### src/rtl/demux_sched_1x8.sv
// demux_sched_1x8: sequencing controller for the 1-to-8 demux datapath.
// It accepts one valid/ready input beat at a time and picks a destination
// channel, either from in_dest (addressed mode) or by round-robin over the
// enabled channels. The chosen beat is held in a registered one-hot output
// stage until that channel's consumer takes it.
module demux_sched_1x8 #(
    parameter int DATA_W = 8,
    parameter int CNT_W  = 8
) (
    input  logic              clk,
    input  logic              rst_n,
    input  logic              mode,
    input  logic [7:0]        chan_en,
    input  logic              in_valid,
    input  logic [DATA_W-1:0] in_data,
    input  logic [2:0]        in_dest,
    output logic              in_ready,
    output logic [7:0]        out_valid,
    output logic [DATA_W-1:0] out_data,
    input  logic [7:0]        out_ready,
    output logic [2:0]        sel,
    output logic              busy,
    output logic [CNT_W-1:0]  drop_cnt
);

    typedef enum logic {
        IDLE = 1'b0,
        SEND = 1'b1
    } state_t;

    state_t      state;
    state_t      state_nxt;
    logic [2:0]  sel_q;
    logic [2:0]  rr_ptr;
    logic [2:0]  rr_target;
    logic [2:0]  rr_idx;
    logic        rr_found;
    logic [2:0]  target;
    logic        target_ok;
    logic        accept;
    logic        handshake;

    // Round-robin search: first enabled channel at or after rr_ptr, wrapping 7 -> 0.
    always_comb begin
        rr_target = rr_ptr;
        rr_found  = 1'b0;
        rr_idx    = 3'd0;
        for (int k = 0; k < 8; k++) begin
            rr_idx = rr_ptr + 3'(k);
            if (!rr_found && chan_en[rr_idx]) begin
                rr_target = rr_idx;
                rr_found  = 1'b1;
            end
        end
    end

    // Readiness, acceptance and target selection; in_ready is combinational from out_ready.
    always_comb begin
        handshake = (state == SEND) && out_ready[sel_q];
        in_ready  = ((state == IDLE) || out_ready[sel_q]) && !(mode && (chan_en == 8'd0));
        accept    = in_valid && in_ready;
        target    = mode ? rr_target : in_dest;
        target_ok = chan_en[target];
    end

    // State register.
    always_ff @(posedge clk or negedge rst_n) begin
        if (!rst_n) begin
            state <= IDLE;
        end else begin
            state <= state_nxt;
        end
    end

    // Next-state logic: a handshake with a fresh enabled beat keeps SEND for back-to-back flow.
    always_comb begin
        state_nxt = state;
        case (state)
            IDLE: begin
                if (accept && target_ok) begin
                    state_nxt = SEND;
                end
            end
            SEND: begin
                if (handshake) begin
                    state_nxt = (accept && target_ok) ? SEND : IDLE;
                end
            end
            default: state_nxt = IDLE;
        endcase
    end

    // Beat holding register, round-robin pointer and saturating drop counter.
    always_ff @(posedge clk or negedge rst_n) begin
        if (!rst_n) begin
            out_data <= '0;
            sel_q    <= 3'd0;
            rr_ptr   <= 3'd0;
            drop_cnt <= '0;
        end else if (accept) begin
            if (target_ok) begin
                out_data <= in_data;
                sel_q    <= target;
            end else if (!mode && (drop_cnt != {CNT_W{1'b1}})) begin
                drop_cnt <= drop_cnt + 1'b1;
            end
            if (mode) begin
                rr_ptr <= target + 3'd1;
            end
        end
    end

    // Outputs decoded from registered state, so out_valid is one-hot or zero by construction.
    always_comb begin
        out_valid = 8'd0;
        sel       = 3'd0;
        busy      = 1'b0;
        if (state == SEND) begin
            out_valid = 8'd1 << sel_q;
            sel       = sel_q;
            busy      = 1'b1;
        end
    end

endmodule

### config.mk
export PLATFORM = sky130hd
export DESIGN_NAME = demux_sched_1x8
export DESIGN_NICKNAME = d
export VERILOG_FILES = /design/src/rtl/demux_sched_1x8.sv
export SDC_FILE = /design/constraint.sdc
export NUM_CORES = 1
export LEC_CHECK = 0
export BUFFER_PORTS_ARGS = -buffer_cell sky130_fd_sc_hd__buf_2
export CAP_MARGIN = 5
export CORE_ASPECT_RATIO = 1.25
export CORE_MARGIN = 2
export CORE_UTILIZATION = 35
export DETAILED_ROUTE_END_ITERATION = 8
export PLACE_DENSITY = 0.58
export SYNTH_ARGS = -nofsm -noshare
export SYNTH_HDL_FRONTEND = slang
export SYNTH_SLANG_ARGS = --single-unit
### constraint.sdc
create_clock -name clk -period 5.65 [get_ports clk]
set_input_delay 0.8475 -clock clk [delete_from_list [all_inputs] [get_ports clk]]
set_output_delay 0.8475 -clock clk [all_outputs]
set_load 0.05 [all_outputs]
; Word-level counts from Yosys, hierarchy flattened
; Index checks and enable logic that the tools add are counted.
[classes]
n_mux = 41
reduce_logical = 27
n_addsub = 9
shifts = 1
n_lt_le_gt_ge = 10
n_eq_ne = 1
bitwise_logic = 2
[ops]
columns = operator, n
row1 = $lt A3 B4 Y1 const B, 10
row2 = $bmux W1 S3, 10
row3 = $mux W3, 9
row4 = $mux W1, 20
row5 = $logic_and A1 B1 Y1, 13
row6 = $add A3 B3 Y3 const B, 4
row7 = $logic_not A1 Y1, 9
row8 = $add A8 B1 Y8 const B, 1
row9 = $logic_not A8 Y1, 1
row10 = $mux W8, 1
row11 = $ne A8 B8 Y1 const B, 1
row12 = $shl A1 B3 Y8 const A, 1
row13 = $add A3 B1 Y3 const B, 2
row14 = $add A3 B2 Y3 const B, 2
row15 = $reduce_and A2 Y1, 2
row16 = $reduce_and A3 Y1, 1
row17 = $not A1 Y1, 2
row18 = $pmux W1 S2, 1
row19 = $logic_or A1 B1 Y1, 1
[word_totals]
reg_bits = 23
input_bits = 31
out_inout_bits = 29

; Longest topological paths before layout
[depth]
depth_word = 31
depth_mapped = 16

; Worst setup path before layout
; Ideal clock, no wire load.
[synth_path]
path_type = reg2reg
start = reg rr_ptr[1]
end = reg out_data[0]
path_stages_with_launch = 16
t_arrival_ns = 3.982
slack_ns = 1.543
path_buffers = 3
synth_period_minus_slack_ns = 4.107
t_required_ns = 5.525
setup_ns = 0.125
cell_sequence = dfrtp_1 > buf_2 > inv_1 > ha_1 > buf_4 > mux4_2 > mux2i_1 > a2bb2oi_1 > o31a_2 > xnor2_2 > o221ai_2 > a221oi_2 > or2_4 > o22ai_2 > buf_6 > mux2_4
[synth_between]
elab_chain_cells = 28
word_cells_on_any_way = 55
classes_between = add/sub (7) / mux (33) / reduce/logical (15)
[synth_lines]
columns = item, line_no
row1 = from (decl), 34  ; logic [2:0] rr_ptr;
row2 = from (signal assigned), 108  ; rr_ptr <= target + 3'd1;
row3 = branches (longest 23 deep; another with $add A3 B1 Y3), n/a
row4 = $mux W3 *, 50  ; if (!rr_found && chan_en[rr_idx]) begin
row5 = $mux W3 *, 62  ; target = mode ? rr_target : in_dest;
row6 = $bmux W1 S3 *, 63  ; target_ok = chan_en[target];
row7 = $mux W1 (implied by the code) *, 63
row8 = $reduce_and A2 Y1 (no source line) *, n/a
row9 = to (signal assigned), 102  ; out_data <= in_data;
row10 = to (decl), 19  ; output logic [DATA_W-1:0] out_data,
; Every way passes the cells marked *. The select of a mux whose other input is x is not followed.
; A chain may end at the register's enable or synchronous reset.

; Worst setup path in the final report
[layout_path]
start = reg rr_ptr[0]
end = reg out_data[7]
; Same word-level chain as after synthesis.

==> reports/results.txt <==
R2R cell count - 12
post-route clock period utilization - 85.86%
Clock Tree Buf Depth - 2
top cell type's share of synthesized area - 25.10%
post-synthesis sequential area ratio - 25.10%
die height - 94.51 um
outcome - finished clean
layout cells sized above 1 - 37.72%
Clock transition at path regs - 0.09 ns
met3 WL post-DR - 291 um
Vias - 2,055
max_cap viols - 0
CTS root buffer - clkbuf_8
Worst Path Required - 5.81 ns
top-level I/O count - 60
syn avg cell area - 9.886 um^2
Hold/Removal Path Class - flip-flop to flip-flop
Synth Area in XOR/XNOR - 4.910%
Fmax - 206.1 MHz
Port Buffers - 59
Post-synth top flop - dfrtp_1
share of flip-flops with an asynchronous set or reset - 100.0%
Adder-Cell Fraction of Synth Area - 2.182%
Reg area - 575.6 um^2
wire length on met2 - 2959 um
Reg2Reg Setup Slack - 0.80 ns
Critical Setup Path Class - flip-flop to flip-flop
synthesized area - 2293 um^2
critical path arrival - 5.01 ns
CTS Buf Count - 3
CP Capture Point - out_data[7]
CTS tree - done
worst reg2reg path startpoint - rr_ptr[0]
final count of pins violating max slew - 0
final setup fails - 0
slew margin rel. - 48.70%
global-route wire length before repair - 9301 um
routability cong. - 0.8447
Max Clock Skew - 0.006877 ns
Post-DRT Antenna Nets - 0
DR vias/cell - 5.465
YS warnings - 0
area of the core - 6441 um^2
GRT overflow - 0
max layer used - met4
EDFF count, synth - 0
n_diodes - 0
area grow syn2layout - 18.22%
type of origin of the critical path - flip-flop
Detail Placement HPWL - 4584 um
largest cells by area after synthesis - dfrtp_1 25%, mux4_2 11%, mux2_4 5.2%, mux2_2 4.4%, nor2_1 3.4%
Hold Violations, Final - 0
flops & latches, synth - 23
fin cells - 376
starting DRC count in detailed routing - 72
final wirelength - 5765 um
initial antenna violation count - 0
number of library cell types mapped by synthesis - 64
Reg-to-Reg End - out_data[7]
number of H-tree levels - 1
main combinational cell family by area after synthesis - multiplexers
Die Width - 76.40 um
Post-Syn Instances - 232
number of global-route vias before repair - 1,985
multi-input gate area in the final layout - 1627 um^2
placed insts - 372
# nets final - 325
top-count cell post-synth - dfrtp_1
# fillers - 647
Initial Utilization - 35.61%
pin count of the biggest net entering global routing - 24
Worst Setup SP - rr_ptr[0]
post-cts sizing count - 0
clock sink count - 23
DR pass1 iterations - 5
Max FO, Critical Path - 14
Post-synth top cells - 23 x dfrtp_1, 21 x nor2_1, 18 x nand2_1, 11 x mux4_2
Remaining DRCs - 0
Slew @ Worst Pin - 0.7695 ns
Die Area - 7220 um^2
RSZ-0062 raised after global routing - false
syn nets - 267
CP endpoint kind - flip-flop
post-synthesis compound-gate area fraction - 20.79%
Worst-Skew Late Latency - 0.27 ns
Post-CTS Hold Fix Bufs - 0
post-synthesis mux area share - 24.99%
Rows - 33
largest area contributor in the netlist - dfrtp_1
setup TNS - 0 ns
Post-CTS Setup Inserts - 0
gr usage total - 15.87%
Post-Synth Simple-Gate Area - 18.06%
wl on met1 - 2421 um
Avg WL per Cell - 15.33 um
Tmin final - 4.851 ns
## logic make-up after synthesis
logic type | after synthesis
mux | 38
buf+inv | 19
simple gates | 79
fa+ha+maj | 4
compound gates | 57
xor+xnor | 12
flops | 23
## worst min path at each step
stage                     cells past startpoint  slack (ns)         from          end
final                                         1        0.50  drop_cnt[5]  drop_cnt[5]
after floorplan                               0        0.55        rst_n  drop_cnt[0]
after detailed placement                      1        0.48  drop_cnt[5]  drop_cnt[5]
after global routing                          1        0.52  drop_cnt[6]  drop_cnt[6]
after CTS                                     1        0.50  drop_cnt[5]  drop_cnt[5]
after global placement                        1        0.47  out_data[7]  out_data[7]
## worst max-delay path, stage by stage, from the launching register on
cell and delay [ns]:
dfrtp_1 0.37, inv_2 0.09, ha_1 0.61, mux4_2 0.58
mux2i_1 0.47, a2bb2oi_1 0.29, nor4_2 0.50, a22oi_1 0.18
a21bo_2 0.26, a221oi_2 0.07, or2_4 0.29, o22ai_2 0.64
mux2_1 0.38
## final cells by class
| class | count | share of cell area, % |
|---|---|---|
| Inverter | 11 | 1.523 |
| Tap cell | 87 | 4.015 |
| Multi-Input combinational cell | 190 | 59.99 |
| Sequential cell | 23 | 21.23 |
| Clock inverter | 1 | 0.2769 |
| Clock buffer | 3 | 1.523 |
| Timing Repair Buffer | 61 | 11.44 |
## flip-flops by register name, summed over array words and instances (netlist names)
signal    flops
drop_cnt      8
rr_ptr        3
state         1
sel_q         3
out_data      8
## layer usage
| layer | vias up | GRT usage (%) |
|---|---|---|
| met4 | 0 | 4.394 |
| met5 | - | 0 |
| met2 | 69 | 30.60 |
| met3 | 9 | 2.199 |
| met1 | 978 | 18.33 |
| li1 | 999 | - |
## through the flow
step,hold slack [ns],setup WS (ns),utilization (%),cell area [um^2]
after detailed placement,0.4846,0.8369,41.34,2663
after floorplan,0.5519,1.543,-,2293
final,0.4951,0.7987,42.09,2711
after global routing,0.5153,0.5230,42.09,2711
after global placement,0.4690,0.8766,41.34,2663
after CTS,0.5004,0.7863,42.09,2711
## cell usage in the layout (no fill, tap or decap), types with 3 or more instances in the layout
cell      count
a21oi_1       7
nor3_1        7
o22a_1        3
a21o_1        3
inv_1         9
and3_1        4
nand3_1       3
mux2_2        9
mux4_2       11
mux2_1        3
nand4_1       4
buf_2        59
o211ai_1      4
dfrtp_1      23
ha_1          4
o22ai_1       4
clkbuf_8      3
mux2i_1       7
a22oi_1       5
xnor2_1       9
o21ai_0       4
nor2_1       21
nand2_1      18
mux2_4        8
nand2b_1      5
Power is left out: the tool's default activity adds up to more than one toggle a clock period on the data nets, which glitch-free logic cannot reach.
